### config.mk
export PLATFORM = sky130hd
export DESIGN_NAME = sat_chan_cfg_sched
export DESIGN_NICKNAME = d
export VERILOG_FILES = /design/src/rtl/sat_chan_cfg_sched.sv
export SDC_FILE = /design/constraint.sdc
export NUM_CORES = 2
export LEC_CHECK = 0
export ABC_AREA = 1
export ABC_CLOCK_PERIOD_IN_PS = 1700
export BUFFER_PORTS_ARGS = -buffer_cell sky130_fd_sc_hd__buf_2
export CELL_PAD_IN_SITES_DETAIL_PLACEMENT = 1
export CELL_PAD_IN_SITES_GLOBAL_PLACEMENT = 1
export CORE_ASPECT_RATIO = 1.75
export CORE_MARGIN = 2
export CORE_UTILIZATION = 30
export CTS_BUF_LIST = sky130_fd_sc_hd__clkbuf_8
export DETAILED_ROUTE_END_ITERATION = 16
export PLACE_DENSITY_LB_ADDON = 0.05
export SETUP_SLACK_MARGIN = 0.5
export SLEW_MARGIN = 20
export SYNTH_ARGS = -nofsm -noshare
export SYNTH_HDL_FRONTEND = slang
export SYNTH_SLANG_ARGS = --single-unit
### constraint.sdc
create_clock -name clk -period 1.7 [get_ports clk]
set_input_delay 0.255 -clock clk [delete_from_list [all_inputs] [get_ports clk]]
set_output_delay 0.255 -clock clk [all_outputs]
set_load 0.02 [all_outputs]
### src/rtl/sat_chan_cfg_sched.sv
// Shadow/active configuration bank for the satellite channels.
// Host writes land in shadow registers; a commit moves them to active on the next C/A epoch.
module sat_chan_cfg_sched #(
  parameter int unsigned N_CHAN = 8,
  parameter int unsigned CHAN_W = 4,
  parameter int unsigned CA_MAX = 35
) (
  input  logic                     clk,
  input  logic                     rst,
  input  logic                     wr_valid,
  output logic                     wr_ready,
  input  logic [CHAN_W-1:0]        wr_chan,
  input  logic [1:0]               wr_field,
  input  logic [31:0]              wr_data,
  input  logic                     commit_req,
  input  logic                     commit_abort,
  input  logic                     epoch,
  output logic                     commit_ack,
  output logic                     busy,
  output logic                     err_sticky,
  input  logic                     err_clr,
  output logic [15:0]              commit_count,
  output logic [N_CHAN-1:0]        chan_enable,
  output logic [32*N_CHAN-1:0]     chan_freq,
  output logic [16*N_CHAN-1:0]     chan_gain,
  output logic [6*N_CHAN-1:0]      chan_ca_sel
);

  localparam int unsigned FREQ_W = 32;
  localparam int unsigned GAIN_W = 16;
  localparam int unsigned CA_W   = 6;
  localparam logic [1:0]  F_FREQ = 2'd0;
  localparam logic [1:0]  F_GAIN = 2'd1;
  localparam logic [1:0]  F_CA   = 2'd2;
  localparam logic [1:0]  F_EN   = 2'd3;

  typedef enum logic {IDLE, ARMED} state_e;

  state_e                           state_q, state_d;
  logic [N_CHAN-1:0][FREQ_W-1:0]    sh_freq_q, sh_freq_d, act_freq_q, act_freq_d;
  logic [N_CHAN-1:0][GAIN_W-1:0]    sh_gain_q, sh_gain_d, act_gain_q, act_gain_d;
  logic [N_CHAN-1:0][CA_W-1:0]      sh_ca_q, sh_ca_d, act_ca_q, act_ca_d;
  logic [N_CHAN-1:0]                sh_en_q, sh_en_d, act_en_q, act_en_d;
  logic                             ack_q, ack_d;
  logic                             err_q, err_d;
  logic [15:0]                      count_q, count_d;

  logic wr_fire_c;
  logic wr_bad_c;

  // Shadow is frozen while a commit is pending, so writes stall in ARMED.
  assign wr_ready  = (state_q == IDLE) & ~rst;
  assign wr_fire_c = wr_valid & wr_ready;
  assign wr_bad_c  = (32'(wr_chan) >= N_CHAN) |
                     ((wr_field == F_CA) && (wr_data[CA_W-1:0] > CA_W'(CA_MAX)));

  always_comb begin
    state_d    = state_q;
    sh_freq_d  = sh_freq_q;
    sh_gain_d  = sh_gain_q;
    sh_ca_d    = sh_ca_q;
    sh_en_d    = sh_en_q;
    act_freq_d = act_freq_q;
    act_gain_d = act_gain_q;
    act_ca_d   = act_ca_q;
    act_en_d   = act_en_q;
    ack_d      = 1'b0;
    err_d      = err_q;
    count_d    = count_q;

    if (wr_fire_c && !wr_bad_c) begin
      for (int i = 0; i < int'(N_CHAN); i++) begin
        if (CHAN_W'(i) == wr_chan) begin
          case (wr_field)
            F_FREQ:  sh_freq_d[i] = wr_data;
            F_GAIN:  sh_gain_d[i] = wr_data[GAIN_W-1:0];
            F_CA:    sh_ca_d[i]   = wr_data[CA_W-1:0];
            F_EN:    sh_en_d[i]   = wr_data[0];
            default: ;
          endcase
        end
      end
    end

    // A new error outranks a simultaneous clear.
    if (wr_fire_c && wr_bad_c) err_d = 1'b1;
    else if (err_clr)          err_d = 1'b0;

    case (state_q)
      IDLE: begin
        if (commit_req) state_d = ARMED;
      end
      ARMED: begin
        if (epoch) begin
          act_freq_d = sh_freq_q;
          act_gain_d = sh_gain_q;
          act_ca_d   = sh_ca_q;
          act_en_d   = sh_en_q;
          ack_d      = 1'b1;
          count_d    = count_q + 16'd1;
          state_d    = IDLE;
        end else if (commit_abort) begin
          state_d = IDLE;
        end
      end
      default: state_d = IDLE;
    endcase
  end

  always_ff @(posedge clk) begin
    if (rst) begin
      state_q    <= IDLE;
      sh_freq_q  <= '0;
      sh_gain_q  <= '0;
      sh_ca_q    <= '0;
      sh_en_q    <= '0;
      act_freq_q <= '0;
      act_gain_q <= '0;
      act_ca_q   <= '0;
      act_en_q   <= '0;
      ack_q      <= 1'b0;
      err_q      <= 1'b0;
      count_q    <= '0;
    end else begin
      state_q    <= state_d;
      sh_freq_q  <= sh_freq_d;
      sh_gain_q  <= sh_gain_d;
      sh_ca_q    <= sh_ca_d;
      sh_en_q    <= sh_en_d;
      act_freq_q <= act_freq_d;
      act_gain_q <= act_gain_d;
      act_ca_q   <= act_ca_d;
      act_en_q   <= act_en_d;
      ack_q      <= ack_d;
      err_q      <= err_d;
      count_q    <= count_d;
    end
  end

  assign busy         = (state_q == ARMED);
  assign commit_ack   = ack_q;
  assign err_sticky   = err_q;
  assign commit_count = count_q;
  assign chan_enable  = act_en_q;
  assign chan_freq    = act_freq_q;
  assign chan_gain    = act_gain_q;
  assign chan_ca_sel  = act_ca_q;

endmodule
==> impl_summary.log <==
INFO  metric multi_input_combinational_cell_area = 0.0152 sq mm
INFO  metric wl_per_cell = approximately 21 um
INFO  metric number_of_clock_buffers_inserted_by_tritoncts = 145
INFO  metric share_comb_of_total_power = roughly 11%
INFO  metric maxCapViolations = 0
INFO  metric timing.final.crit_period = around 2.0 ns
INFO  metric root_buffer = sky130_fd_sc_hd__clkbuf_8
INFO  metric clk_pin_slew_worst_paths = around 0.070 ns
INFO  metric overall_via_count_from_detail_route = about 33000
INFO  metric run_status = finished, violations left
INFO  metric final.setup_skew = approximately 0.049 ns
INFO  metric floorplan.initialDensity = 30.1%
INFO  metric p_seq_share = a little under half
INFO  metric synth_top_flop_cell = sky130_fd_sc_hd__dfxtp_1
INFO  metric tritoncts_clock_tree = yes
INFO  metric power.density = about 990 mW/mm^2
INFO  metric report.final.slew_viol_count = 0
INFO  metric power_report.internal_total = roughly 33 mW
INFO  metric slew_worst_pin = approximately 0.77 ns
INFO  metric drtPass1Iterations = 5
INFO  metric timing.final.hold_violations = 0
INFO  metric synth_commonest_cells = sky130_fd_sc_hd__nor2_1 (1808), sky130_fd_sc_hd__dfxtp_1 (899), sky130_fd_sc_hd__nand2_1 (475)
INFO  metric yosys-mux-area-fraction = 0%
INFO  metric die_area = 0.113 sq mm
INFO  metric detailedPlacementHpwl = 89.9 mm
INFO  metric yosysTopAreaCell = sky130_fd_sc_hd__dfxtp_1
INFO  metric synth-simple-area-share = 33.3%
INFO  metric clockBufferDepth = 3
INFO  metric max_freq = between 500 and 600 MHz
INFO  metric grt_overflow_total = 0
INFO  metric synth_largest_type_area_fraction = a little over half
INFO  metric post_synth_xor_area_fraction = less than 1%
INFO  metric timing.hold.worst.class = in2reg
INFO  metric synth_area_per_cell = 7.27 sq um
INFO  metric timing.critical_path.fanout_max = 7
INFO  metric place.port_buffers = 504
INFO  metric synth_edf_count = 0
INFO  metric placedCellCount = between 6000 and 7000
INFO  metric clock_power_share = approximately two fifths
INFO  metric floorplan.die.width = 255 um
INFO  metric criticalPathCategory = reg2reg
INFO  metric finish.cell_count_without_fillers = approximately 6900
INFO  metric failing_checks = setup timing
INFO  metric io-pin-count = between 500 and 600
INFO  metric syn-instance-count = ~4500
INFO  metric synth_register_bits = between 800 and 900
INFO  metric arithmetic_cell_share_of_the_synthesized_area_counting_full_adders_half_adders_and_majority_gates = less than 1%
INFO  metric drc = 0
INFO  metric vias_in_the_first_global_route = around 33000
INFO  metric wire_length_of_the_first_global_routing_pass = 211 mm
INFO  metric switching_share = approximately 28%
INFO  metric num-fill-cells = around 13000
INFO  metric ant_nets = 0
INFO  metric startpoint_type = flip-flop
INFO  metric synthTopCellsByArea = sky130_fd_sc_hd__dfxtp_1 (54%), sky130_fd_sc_hd__nor2_1 (21%), sky130_fd_sc_hd__nand3_1 (6.8%), sky130_fd_sc_hd__o21ai_0 (6.8%), sky130_fd_sc_hd__nand2_1 (5.4%)
INFO  metric net_switching_power_figure = roughly 13 mW
INFO  metric finish.net_count = around 5300
INFO  metric gpl.final_weighted_congestion = 0.778
INFO  metric crit_arrival = 2.74 ns
INFO  metric syn_nets = approximately 4600
INFO  metric synth_most_common_cell = sky130_fd_sc_hd__nor2_1
INFO  metric post-route-period-util = 116%
INFO  metric gr-usage-all-layers = 25.1%
INFO  metric min_delay_path_depth = 7
INFO  metric grt_max_degree = just over 90
INFO  metric synthArstFlopShare = 0%
INFO  metric grt_antenna_before_repair = 5
INFO  metric finalWorstSetupSlack = -0.278 ns
INFO  metric via_per_inst = 4.76
INFO  metric synth_area = 0.0331 sq mm
INFO  metric tritoncts_num_sinks = around 900
INFO  metric die_height = around 440 um
INFO  metric routed_wirelength = 146 mm
INFO  metric grt_setup_unrepaired = yes
INFO  metric ff_latch_area = roughly 0.018 sq mm
INFO  metric proportion_of_layout_cells_with_a_drive_suffix_above_1 = 28.4%
INFO  metric area_delta_synth_final = 42.7%
INFO  metric power.leakage = about 20 nW
INFO  metric critical_path_required = between 2 and 2.5 ns
INFO  metric vdd_drop_max = around 0.76 mV
INFO  metric synth_compound_gate_area_share = under 10%
INFO  metric row_count = about 160
INFO  metric dp_slack = -0.282 ns
INFO  metric clock_h_tree_levels = 4
INFO  metric worstSkewPairLatency = ~0.90 ns
INFO  metric final_setup_viols = around 500
INFO  metric cp-end-kind = flip-flop
INFO  metric synth_top_family_by_area = simple AND/OR/NAND/NOR gates
INFO  metric synth-seq-area-share = a little over half
INFO  metric r2r_cells = 13
INFO  metric design.core.area = roughly 0.11 sq mm
INFO  metric worst_slew_margin_rel = 48.5%
INFO  metric yosys_warnings = 0
INFO  metric ys_types = 27
INFO  metric drt_first_iter_violations = 1875
[power groups by stage]
stage / Combinational, mW / Sequential (mW) / Clock (mW)
6_report: 5.18 / 22.0 / 19.4
3_5_place_dp: 4.90 / 22.5 / 0
5_1_grt: 5.63 / 22.1 / 20.9
3_3_place_gp: 4.86 / 22.5 / 0
4_1_cts: 5.16 / 22.0 / 20.0
2_1_floorplan: 1.94 / 23.1 / 0
[worst max-delay path: stages, from the launching register on]
cell and delay (ns):
sky130_fd_sc_hd__dfxtp_4 0.36, sky130_fd_sc_hd__nor3b_4 0.20, sky130_fd_sc_hd__buf_6 0.16, sky130_fd_sc_hd__buf_6 0.11, sky130_fd_sc_hd__nand3_4 0.06, sky130_fd_sc_hd__buf_12 0.16, sky130_fd_sc_hd__nor2_4 0.13, sky130_fd_sc_hd__buf_6 0.11
sky130_fd_sc_hd__buf_12 0.13, sky130_fd_sc_hd__buf_6 0.11, sky130_fd_sc_hd__buf_16 0.13, sky130_fd_sc_hd__nand3_4 0.06, sky130_fd_sc_hd__nand2_2 0.08, sky130_fd_sc_hd__nor2_2 0.04
[cell usage in the layout, fill, tap and decap left out, types with 4 or more instances in the layout]
cell type                          n
sky130_fd_sc_hd__buf_16           41
sky130_fd_sc_hd__clkinv_1          4
sky130_fd_sc_hd__dfxtp_4          36
sky130_fd_sc_hd__dfxtp_1         857
sky130_fd_sc_hd__inv_1            90
sky130_fd_sc_hd__dlygate4sd3_1    34
sky130_fd_sc_hd__clkinvlp_4        5
sky130_fd_sc_hd__nor3_1            6
sky130_fd_sc_hd__dfxtp_2           6
sky130_fd_sc_hd__a21oi_1          14
sky130_fd_sc_hd__buf_4           176
sky130_fd_sc_hd__clkbuf_8        193
sky130_fd_sc_hd__buf_8            14
sky130_fd_sc_hd__buf_2           466
sky130_fd_sc_hd__inv_2            13
sky130_fd_sc_hd__buf_12          128
sky130_fd_sc_hd__nor2_1         1698
sky130_fd_sc_hd__nor2_2           63
sky130_fd_sc_hd__nand4_1           8
sky130_fd_sc_hd__nor2_4           55
sky130_fd_sc_hd__buf_6            66
sky130_fd_sc_hd__nand2_1         451
sky130_fd_sc_hd__nand3_1         240
sky130_fd_sc_hd__nand3_4          15
sky130_fd_sc_hd__clkinv_2         13
sky130_fd_sc_hd__o21ai_0         446
sky130_fd_sc_hd__nand3_2         194
sky130_fd_sc_hd__clkbuf_16         8
sky130_fd_sc_hd__nand2_2          25
[sequential cells by signal, summed over array words and instances (netlist names)]
register,flops
busy,1
chan_ca_sel,48
chan_enable,8
chan_freq,256
chan_gain,128
commit_ack,1
commit_count,16
err_sticky,1
sh_ca_q,48
sh_en_q,8
sh_freq_q,256
sh_gain_q,128
[kinds of logic after synthesis]
| group | Yosys count |
|---|---|
| buf+inv | 420 |
| xor+xnor | 1 |
| fa+ha+maj | 1 |
| flops | 899 |
| simple gates | 2761 |
| compound gates | 467 |
[worst paths after layout]
check	from	slack, ns	end
worst max-delay path	busy	-0.28	sh_freq_q[89]
worst min-delay path	wr_field[0]	0.08	sh_freq_q[255]
worst max register to register	busy	-0.28	sh_freq_q[89]
worst min register to register	sh_gain_q[26]	0.46	sh_gain_q[26]
[layout make-up]
| type | instances | share of cell area (%) |
|---|---|---|
| diodes | 1 | 0.00530 |
| clock buffers | 193 | 5.62 |
| clock inverters | 61 | 0.633 |
| inverters | 71 | 0.596 |
| multi-input cells | 3230 | 32.1 |
| flip-flops and latches | 899 | 38.4 |
| well taps | 1467 | 3.89 |
| repair buffers | 933 | 18.7 |
[stage by stage]
step | utilization, % | hold slack (ns) | instance area (sq um) | TNS [ns] | total power [mW]
floorplan | - | 0.345 | 33500 | 0 | 25.0
global placement | 35.9 | 0.443 | 39400 | -56.80 | 27.4
detailed placement | 35.9 | 0.440 | 39400 | -62.96 | 27.4
CTS | 41.9 | 0.00105 | 46000 | -78.92 | 47.2
global route | 43.0 | 0.0774 | 47200 | -142.93 | 48.6
finish | 43.0 | 0.0750 | 47200 | -81.20 | 46.6
[layer usage]
| layer | share of wire (%) | track usage (%) | up-vias |
|---|---|---|---|
| met5 | 0.025 | 0 | - |
| met4 | 3.8 | 9.91 | 6 |
| met3 | 4.4 | 4.22 | 252 |
| met2 | 48 | 42.4 | 747 |
| met1 | 44 | 31.7 | 15800 |
| li1 | - | - | 15900 |
[timing repair]
item	CTS	global route
pin swaps	113	159
setup buffers	67	11
hold endpoints to repair	320	0
gates resized for setup	421	201
hold buffers	34	0
gates cloned	39	11
setup endpoints to repair	1355	1358
(Power assumes the default switching activity.)
